==> src/rtl/mux_n_skid.sv <==
// N-way registered select mux with valid/ready handshake and a two-entry skid buffer.
// Optional sticky out-of-range select flag enabled by defining MUX_N_SKID_SEL_ERR_EN.
module mux_n_skid #(
    parameter int WIDTH = 32,
    parameter int N     = 4,
    parameter int SEL_W = 2
) (
    input  logic                 clk,
    input  logic                 rst,
    input  logic [N*WIDTH-1:0]   in_data,
    input  logic [SEL_W-1:0]     sel,
    input  logic                 in_valid,
    output logic                 in_ready,
    output logic [WIDTH-1:0]     out_data,
    output logic [SEL_W-1:0]     out_sel,
    output logic                 out_valid,
    input  logic                 out_ready,
    output logic                 sel_err
);

    logic                 skid_valid;
    logic [WIDTH-1:0]     skid_data;
    logic [SEL_W-1:0]     skid_sel;
    logic [WIDTH-1:0]     sel_word;
    logic                 accept;
    logic                 out_load;

    // Selects that match no input fall back to input 0
    always_comb begin
        sel_word = in_data[0 +: WIDTH];
        for (int k = 1; k < N; k++) begin
            if (sel == SEL_W'(k)) begin
                sel_word = in_data[k*WIDTH +: WIDTH];
            end
        end
    end

    assign in_ready = ~skid_valid;
    assign accept   = in_valid & in_ready;
    assign out_load = ~out_valid | out_ready;

    always_ff @(posedge clk or posedge rst) begin
        if (rst) begin
            out_valid <= 1'b0;
            out_data  <= '0;
            out_sel   <= '0;
        end else if (out_load) begin
            if (skid_valid) begin
                out_valid <= 1'b1;
                out_data  <= skid_data;
                out_sel   <= skid_sel;
            end else if (accept) begin
                out_valid <= 1'b1;
                out_data  <= sel_word;
                out_sel   <= sel;
            end else begin
                out_valid <= 1'b0;
            end
        end
    end

    // A full skid blocks accepts, so draining and refilling never coincide
    always_ff @(posedge clk or posedge rst) begin
        if (rst) begin
            skid_valid <= 1'b0;
            skid_data  <= '0;
            skid_sel   <= '0;
        end else if (out_load && skid_valid) begin
            skid_valid <= 1'b0;
        end else if (accept && out_valid && !out_ready) begin
            skid_valid <= 1'b1;
            skid_data  <= sel_word;
            skid_sel   <= sel;
        end
    end

`ifdef MUX_N_SKID_SEL_ERR_EN
    always_ff @(posedge clk or posedge rst) begin
        if (rst) begin
            sel_err <= 1'b0;
        end else if (accept && (int'(sel) >= N)) begin
            sel_err <= 1'b1;
        end
    end
`else
    assign sel_err = 1'b0;
`endif

endmodule

==> config.mk <==
export PLATFORM = sky130hd
export DESIGN_NAME = mux_n_skid
export DESIGN_NICKNAME = d
export VERILOG_FILES = /design/src/rtl/mux_n_skid.sv
export SDC_FILE = /design/constraint.sdc
export NUM_CORES = 1
export LEC_CHECK = 0
export ABC_AREA = 1
export ABC_CLOCK_PERIOD_IN_PS = 1990
export CAP_MARGIN = 30
export CORE_AREA = 2 2 136 85
export CTS_BUF_LIST = sky130_fd_sc_hd__clkbuf_2
export CTS_CLUSTER_SIZE = 8
export DETAILED_ROUTE_END_ITERATION = 8
export DIE_AREA = 0 0 138 87
export GPL_ROUTABILITY_DRIVEN = 0
export GPL_TIMING_DRIVEN = 1
export PLACE_DENSITY = 0.87
export SLEW_MARGIN = 20
export SYNTH_ARGS = -nofsm -noshare
export SYNTH_HDL_FRONTEND = slang
export SYNTH_SLANG_ARGS = --single-unit
export TNS_END_PERCENT = 10
==> constraint.sdc <==
create_clock -name clk -period 1.99 [get_ports clk]
set_input_delay 0.2985 -clock clk [delete_from_list [all_inputs] [get_ports clk]]
set_output_delay 0.2985 -clock clk [all_outputs]
set_load 0.02 [all_outputs]
==> impl_metrics.json, run 1 <==
{
  "r2r_start": "skid_valid",
  "hold_path_class": "primary input to asynchronous set/reset pin",
  "seqPwrFrac_pct": 43.2,
  "r2r_cells": 7,
  "path_buf_inv": 1,
  "comb_power_share_pct": 38.2,
  "cts.reportedPaths.clkPinSlew_ns": 0.21,
  "diodes": 0,
  "pre_cts_slack_ns": -0.00192,
  "rr_endpoint": "out_data[11]",
  "cts_buffers": 9,
  "cp.depth": 1,
  "clkPwrFrac_pct": 18.5,
  "intPower_mw": 2.86,
  "critPathLaunch": "out_data[3]",
  "ff2ff_setup_slack_ns": 0.48,
  "clock_path_buffers": 2,
  "cts_root_buf": "clkbuf_2",
  "antenna_found_initial": 0,
  "critPathKind": "register to output port",
  "hold-worst-slack_ns": 0.172,
  "finalCritPeriodShare_pct": 93.4,
  "synthArstFlopShare_pct": 100,
  "drv_cap": 0,
  "status": "finished clean",
  "io_pins": 171,
  "crit_path_cell_trace": "clkdlybuf4s50_1",
  "rsz0062_at_grt": "false",
  "grt_overflow": 0,
  "irDropWorstVdd_uv": 395,
  "first_pass_iters": 5,
  "die_x_um": 138,
  "cts_sinks": 70,
  "grt_max_degree": 71,
  "clkLatencyLatePin_ns": 0.52,
  "ys.flop_type": "dfrtp_1",
  "powerDensity_nw_per_um2": 692,
  "area_delta_synth_final_pct": 47.5,
  "yosysWarnings": 0,
  "slowest_delay_ns": 0.63,
  "drt_iter0_markers": 287,
  "synthDistinctLibCells": 21,
  "portBuffers": 169,
  "synth-seq-cells": 70,
  "fin_ws_ns": 0.132,
  "tns_ns": 0,
  "slew_violations": 0,
  "postSynthCellCount": 648,
  "fillerInstances": 1000,
  "cp.required_ns": 1.69,
  "syn-cell-area_um2": 4340,
  "post-dp-hpwl_um": 9630,
  "track_usage_pct": 22.5,
  "fp.dieH_um": 87,
  "drive_gt1_share_pct": 8.58,
  "syn-num-nets": 782,
  "p_leak_nw": 3.21,
  "first_global_vias": 4446,
  "critPathTopFamily": "buffers and inverters",
  "crit_slowest_cell": "clkdlybuf4s50_1",
  "synthTopCellsByArea": "dfrtp_1 (40%), nand2_1 (19%), nand3_1 (9.3%)",
  "cts_setup_buffers": 0,
  "vias": 4713,
  "ys_seq_area_share_pct": 40.4,
  "start_util_pct": 39.9,
  "dieArea_um2": 12000,
  "hold_viol": 0,
  "fin_nets": 945,
  "grt_pass1_wl_um": 21600,
  "min_period_ns": 1.86,
  "cts_tree": "yes",
  "htree_levels": 3,
  "drc": 0,
  "swShare_pct": 35.4,
  "yosys.area.top_type_share_pct": 40.4,
  "worstPathArrival_ns": 1.56,
  "yosysTopAreaCell": "dfrtp_1",
  "crit_end": "out_data[3]",
  "via_per_inst": 4.91,
  "std_cell_rows": 30,
  "startpoint_type": "register",
  "path_max_fanout": 2,
  "wl_um": 13000,
  "core_um2": 10900,
  "fmax_mhz": 538,
  "end_kind": "output port",
  "wl_per_cell_um": 13.6,
  "skew_ns": 0.0242,
  "setup_viol": 0,
  "synth-edff-count": 0,
  "power_switching_mw": 1.57,
  "avgSynthCellArea_um2": 6.69,
  "fin_area_um2": 6400,
  "final_antenna_net_count": 0,
  "dpl_cell_area_um2": 6290
}
-- power by group through the flow --
stage          combinational (mW)  clock [mW]  sequential, mW
2_1_floorplan               0.714           0            2.10
3_3_place_gp                 1.67           0            1.93
3_5_place_dp                 1.70           0            1.94
4_1_cts                      1.71       0.847            1.91
5_1_grt                      1.86       0.908            1.96
6_report                     1.69       0.821            1.91
-- sequential cells by signal, summed over array words and instances (netlist names) --
| name | count |
|---|---|
| out_sel | 2 |
| skid_sel | 2 |
| skid_data | 32 |
| out_valid | 1 |
| out_data | 32 |
| skid_valid | 1 |
-- kinds of logic (layout without fill, tap and decap cells) --
group	count (synthesis)	count (layout)	share of synthesized area, %
and+or+nand+nor	431	431	43.1
buffers and inverters	107	275	10.9
DFF	70	70	40.4
AOI/OAI and AO/OA	39	39	5.48
other	1	1	0.0864
-- synthesized netlist by cell type (2+ instances only) --
master / count
inv_1: 62
buf_2: 23
o21ai_0: 5
a31oi_1: 34
or2_2: 2
nand3_2: 10
nor2_1: 101
nor2_2: 2
nand2_4: 10
buf_6: 3
inv_2: 6
clkbuf_1: 10
dfrtp_1: 70
nand3_1: 81
nand2_1: 223
-- stage by stage --
| stage | total power [mW] | utilization (%) | instances |
|---|---|---|---|
| global placement | 3.60 | 57.7 | 944 |
| global route | 4.73 | 58.8 | 960 |
| detailed placement | 3.64 | 57.7 | 944 |
| CTS | 4.47 | 58.8 | 960 |
| floorplan | 2.82 | - | 648 |
| finish | 4.43 | 58.8 | 960 |
-- per-layer routing --
metal / up-vias / global-route usage (%) / routed length (um) / part of all wire [%]
li1: 2345 / - / - / -
met4: 0 / 6.22 / 231 / 1.8
met5: - / 0 / 0 / 0
met3: 20 / 6.98 / 1320 / 10
met1: 2138 / 30.4 / 5720 / 44
met2: 210 / 35.2 / 5780 / 44
-- worst min path at each step --
stage,end,depth (start not counted),start,slack [ns]
2_1_floorplan,out_valid,2,in_valid,0.43
3_3_place_gp,out_data[29],2,out_data[29],0.46
3_5_place_dp,out_data[24],2,out_data[24],0.46
4_1_cts,out_data[16],3,rst,0.17
5_1_grt,out_data[28],3,rst,0.16
6_report,skid_data[29],3,rst,0.17
-- final cells by class --
type,instances,area [um^2],share of cell area (%)
multi-input cells,471,2110,33.0
clock buffers,10,50.0,0.782
inverters,68,259,4.05
clock inverters,6,62.6,0.978
well taps,144,180,2.82
repair buffers,191,1980,31.0
flip-flops and latches,70,1750,27.4
-- timing repair --
action / CTS / global route
endpoints found under the setup margin: 1 / 0
gates resized for setup: 1 / 0
hold buffers: 0 / 0
hold endpoints to repair: 0 / 0
-- layout by cell type (no fill, tap or decap), drive strengths merged --
master / netlist / layout
clkinv: 0 / 3
inv: 68 / 67
o21ai: 5 / 5
dlygate4sd2: 0 / 1
clkdlybuf4s50: 0 / 168
bufinv: 0 / 1
clkbuf: 10 / 10
conb: 1 / 1
clkinvlp: 0 / 3
a31oi: 34 / 34
dfrtp: 70 / 70
nand2: 234 / 234
nor2: 103 / 103
or2: 3 / 3
nand3: 91 / 91
buf: 29 / 22
(Power assumes the default switching activity.)
==> run 2, diff against run 1 <==
- CAP_MARGIN: 30 -> default
- SKIP_CTS_REPAIR_TIMING: default -> 1
==> run 2 against run 1 <==
  * Register-to-register slack is essentially flat
  * Global-route usage stayed put
  * Routed wire length grew 0.20%
  * Critical endpoint is now out_data[15]
  * Die area did not move
  * Sequential power hardly changed
==> impl_metrics.json, run 2 (same netlist as run 1, synthesis figures left out) <==
{
  "crit_end": "out_data[15]",
  "worstPathArrival_ns": 1.57,
  "mostFrequentLayoutCells": "nand2_1 (223), clkdlybuf4s50_1 (168), nor2_1 (101)",
  "clkLatencyLatePin_ns": 0.52,
  "finalCritPeriodShare_pct": 93.7,
  "final_antenna_net_count": 0,
  "powerDensity_nw_per_um2": 693,
  "total_power_mw": 4.43,
  "cts_root_buf": "clkbuf_2",
  "start_util_pct": 39.9,
  "cp.required_ns": 1.69,
  "dieArea_um2": 12000,
  "critPathTopFamily": "buffers and inverters",
  "track_usage_pct": 22.5,
  "irDropWorstVdd_uv": 395,
  "place_inst": 944,
  "min_period_ns": 1.86,
  "area_delta_synth_final_pct": 47.6,
  "slowest_delay_ns": 0.62,
  "post-dp-hpwl_um": 9630,
  "grt_max_degree": 71,
  "drive_gt1_share_pct": 8.58,
  "crit_path_cell_trace": "clkdlybuf4s50_1",
  "cts.reportedPaths.clkPinSlew_ns": 0.21,
  "drc": 0,
  "cts_sinks": 70,
  "critPathKind": "register to output port",
  "first_global_vias": 4446,
  "drt_iter0_markers": 287,
  "fin_cells": 960,
  "end_kind": "output port",
  "slew_violations": 0,
  "fin_nets": 945,
  "diodes": 0,
  "post-route-util_pct": 58.8,
  "setup_viol": 0,
  "via_per_inst": 4.92,
  "io_pins": 171,
  "skew_ns": 0.0239,
  "status": "finished clean",
  "die_x_um": 138,
  "cts_buffers": 9,
  "final_common_cell": "nand2_1",
  "vias": 4723,
  "wl_per_cell_um": 13.6,
  "r2r_cells": 7,
  "fp.dieH_um": 87,
  "clock_path_buffers": 2,
  "path_max_fanout": 2,
  "portBuffers": 169,
  "hold_path_class": "primary input to asynchronous set/reset pin",
  "startpoint_type": "register",
  "critPathLaunch": "out_data[15]",
  "rr_endpoint": "out_data[11]",
  "path_buf_inv": 1,
  "cts_tree": "yes",
  "cp.depth": 1,
  "first_pass_iters": 5,
  "grt_overflow": 0,
  "rsz0062_at_grt": "false",
  "drv_cap": 0,
  "wl_um": 13100,
  "hold_viol": 0,
  "htree_levels": 3,
  "r2r_start": "skid_valid",
  "antenna_found_initial": 0,
  "std_cell_rows": 30,
  "grt_pass1_wl_um": 21600,
  "top_regs": "out_data (32), skid_data (32)",
  "ff2ff_setup_slack_ns": 0.48,
  "core_um2": 10900,
  "fmax_mhz": 536,
  "crit_slowest_cell": "clkdlybuf4s50_1",
  "p_leak_nw": 3.22
}
-- run 2: cell count changes in the layout (fill, tap and decap cells not counted) --
cell,delta
dlymetal6s2s_1,+1
dlygate4sd2_1,-1
-- run 2: worst min path at each step --
stage                      start       endpoint  slack [ns]
finish                       rst  skid_data[29]        0.17
global route                 rst   out_data[28]        0.16
CTS                          rst   out_data[16]        0.17
detailed placement  out_data[24]   out_data[24]        0.46
global placement    out_data[29]   out_data[29]        0.46
floorplan               in_valid      out_valid        0.43
-- run 2: power breakdown --
part / leakage, nW / switching, mW / total, mW / internal [mW]
Combinational: 2.34 / 0.860 / 1.70 / 0.835
Sequential: 0.815 / 0.179 / 1.92 / 1.74
Clock: 0.0656 / 0.533 / 0.823 / 0.290
-- run 2: final cells by class --
class / instances / area, um^2
tap: 144 / 180
timing repair buffer: 191 / 1980
inverter: 68 / 259
fill: 998 / 4480
multi-input combinational: 471 / 2110
clock buffer: 10 / 50.0
sequential: 70 / 1750
clock inverter: 6 / 62.6
-- run 2: worst min-delay path, cell delays in order --
cell,delay (ns)
clkdlybuf4s50_1,0.44
clkinvlp_4,0.10
buf_12,0.31
-- run 2: through the flow --
step	instance area (um^2)	setup slack (ns)	hold slack (ns)	TNS [ns]
after floorplan	4340	0.626	0.431	0
after global placement	6290	0.0544	0.463	0
after detailed placement	6290	-0.00192	0.464	-0.00192
after CTS	6400	-0.0437	0.167	-0.0437
after global routing	6400	0.0172	0.163	0
final	6400	0.126	0.170	0
-- run 2: per-layer routing --
layer	up-vias	GRT usage, %	part of all wire [%]
met2	200	35.2	44
met3	19	6.98	8.8
met5	-	0	0
met4	0	6.22	1.6
li1	2346	-	-
met1	2158	30.4	45
==> run 3, diff against run 2 <==
- GPL_TIMING_DRIVEN: 1 -> 0
==> run 3 against run 2 <==
  * Setup slack lost 0.011 ns
  * Total power grew 5.9%
  * Die area is the same
  * Utilization grew 0.17 points
  * Critical endpoint is now out_data[30]
  * Final cell count grew 2.0%
  * Worst hold slack lost 0.12 ns
  * Clock power grew 30%
  * Count of clock-buffer cells in the layout is the same
==> impl_metrics.json, run 3 (same netlist as run 1, synthesis figures left out) <==
{
  "status": "finished clean",
  "area_delta_synth_final_pct": 48.0,
  "final_antenna_net_count": 0,
  "dieArea_um2": 12000,
  "powerDensity_nw_per_um2": 732,
  "first_global_vias": 4529,
  "mostFrequentLayoutCells": "nand2_1 (223), clkdlybuf4s50_1 (167), nor2_1 (101)",
  "startpoint_type": "register",
  "swShare_pct": 34.0,
  "drv_cap": 0,
  "cts.reportedPaths.clkPinSlew_ns": 0.21,
  "cts_root_buf": "clkbuf_2",
  "post-dp-hpwl_um": 11000,
  "wl_per_cell_um": 14.7,
  "core_um2": 10900,
  "pre_cts_slack_ns": -0.110,
  "place_inst": 962,
  "skew_ns": 0.0159,
  "start_util_pct": 39.9,
  "final_common_cell": "nand2_1",
  "rsz0062_at_grt": "true",
  "seqPwrFrac_pct": 40.8,
  "cts_buffers": 9,
  "io_pins": 171,
  "fin_ws_ns": 0.115,
  "critPathTopFamily": "buffers and inverters",
  "drt_iter0_markers": 287,
  "fin_nets": 964,
  "finalCritPeriodShare_pct": 94.2,
  "fmax_mhz": 533,
  "hold_viol": 0,
  "fin_area_um2": 6420,
  "p_leak_nw": 3.26,
  "clkLatencyLatePin_ns": 0.52,
  "slew_headroom_pct": 62.1,
  "clock_path_buffers": 2,
  "critPathKind": "register to output port",
  "cts_sinks": 70,
  "vias": 4747,
  "drive_gt1_share_pct": 9.70,
  "htree_levels": 3,
  "dpl_cell_area_um2": 6240,
  "top_regs": "out_data (32), skid_data (32)",
  "fin_cells": 979,
  "track_usage_pct": 24.4,
  "worstPathArrival_ns": 1.58,
  "min_period_ns": 1.88,
  "grt_max_degree": 33,
  "antenna_found_initial": 0,
  "diodes": 0,
  "via_per_inst": 4.85,
  "fp.dieH_um": 87,
  "cts_tree": "yes",
  "portBuffers": 168,
  "worst_pin_slew_ns": 0.568,
  "irDropWorstVdd_uv": 345,
  "drc": 0,
  "slowest_delay_ns": 0.64,
  "die_x_um": 138,
  "power_switching_mw": 1.60,
  "crit_slowest_cell": "clkdlybuf4s50_1",
  "intPower_mw": 3.10,
  "post-route-util_pct": 59.0,
  "std_cell_rows": 30,
  "setup_viol": 0,
  "wl_um": 14400,
  "cp.required_ns": 1.69,
  "path_max_fanout": 2,
  "grt_overflow": 0,
  "hold_path_class": "primary input to asynchronous set/reset pin",
  "slew_violations": 0,
  "first_pass_iters": 5,
  "end_kind": "output port",
  "clkPwrFrac_pct": 22.8,
  "comb_power_share_pct": 36.4,
  "path_buf_inv": 1,
  "grt_pass1_wl_um": 23200,
  "crit_path_cell_trace": "clkdlybuf4s50_1"
}
## run 3: cell count changes in the layout (fill, tap and decap cells not counted), sizes merged
cell / before / now
clkbuf: 10 / 21
clkinvlp: 3 / 2
dlymetal6s2s: 1 / 0
clkinv: 3 / 2
buf: 22 / 32
bufinv: 1 / 3
clkdlybuf4s50: 168 / 167
## run 3: path summary, 6_finish.rpt
kind	start	to	slack [ns]	cells after the start
setup / recovery	out_data[30]	out_data[30]	0.11	1
hold / removal	rst	out_data[29]	0.05	2
setup reg to reg	skid_valid	out_data[6]	0.14	7
hold reg to reg	out_data[2]	out_data[2]	0.51	2
max in group asynchronous	rst	skid_data[11]	1.25	4
min in group clk	sel[1]	skid_sel[1]	0.19	3
## run 3: power by group through the flow
stage          logic [mW]  clock network, mW  registers (mW)
2_1_floorplan       0.714                  0            2.10
3_3_place_gp         1.66                  0            1.93
3_5_place_dp         1.71                  0            1.94
4_1_cts              1.71               1.10            1.92
5_1_grt              1.88               1.17            1.96
6_report             1.71               1.07            1.92
## run 3: metrics by stage
stage	TNS [ns]	power, mW	hold WS (ns)
global placement	-1.15	3.59	0.462
finish	0	4.70	0.0511
CTS	-0.723	4.73	0.0122
detailed placement	-1.66	3.65	0.464
global route	-0.110	5.01	0.0187
floorplan	0	2.82	0.431
## run 3: metal layers
| metal | share of wire [%] | up-vias | routed length, um | track usage, % |
|---|---|---|---|---|
| met2 | 45 | 193 | 6480 | 39.6 |
| li1 | - | 2374 | - | - |
| met1 | 46 | 2163 | 6540 | 32.7 |
| met4 | 1.2 | 0 | 179 | 5.19 |
| met5 | 0 | - | 0 | 0 |
| met3 | 8.1 | 17 | 1160 | 7.31 |
## run 3: area by class of cell
class                      count  area [um^2]
clock inverter                 6          110
sequential                    70         1750
multi-input combinational    471         2110
tap                          144          180
timing repair buffer         171         1720
clock buffer                  10         50.0
buffer                        39          231
fill                        1003         4470
inverter                      68          259
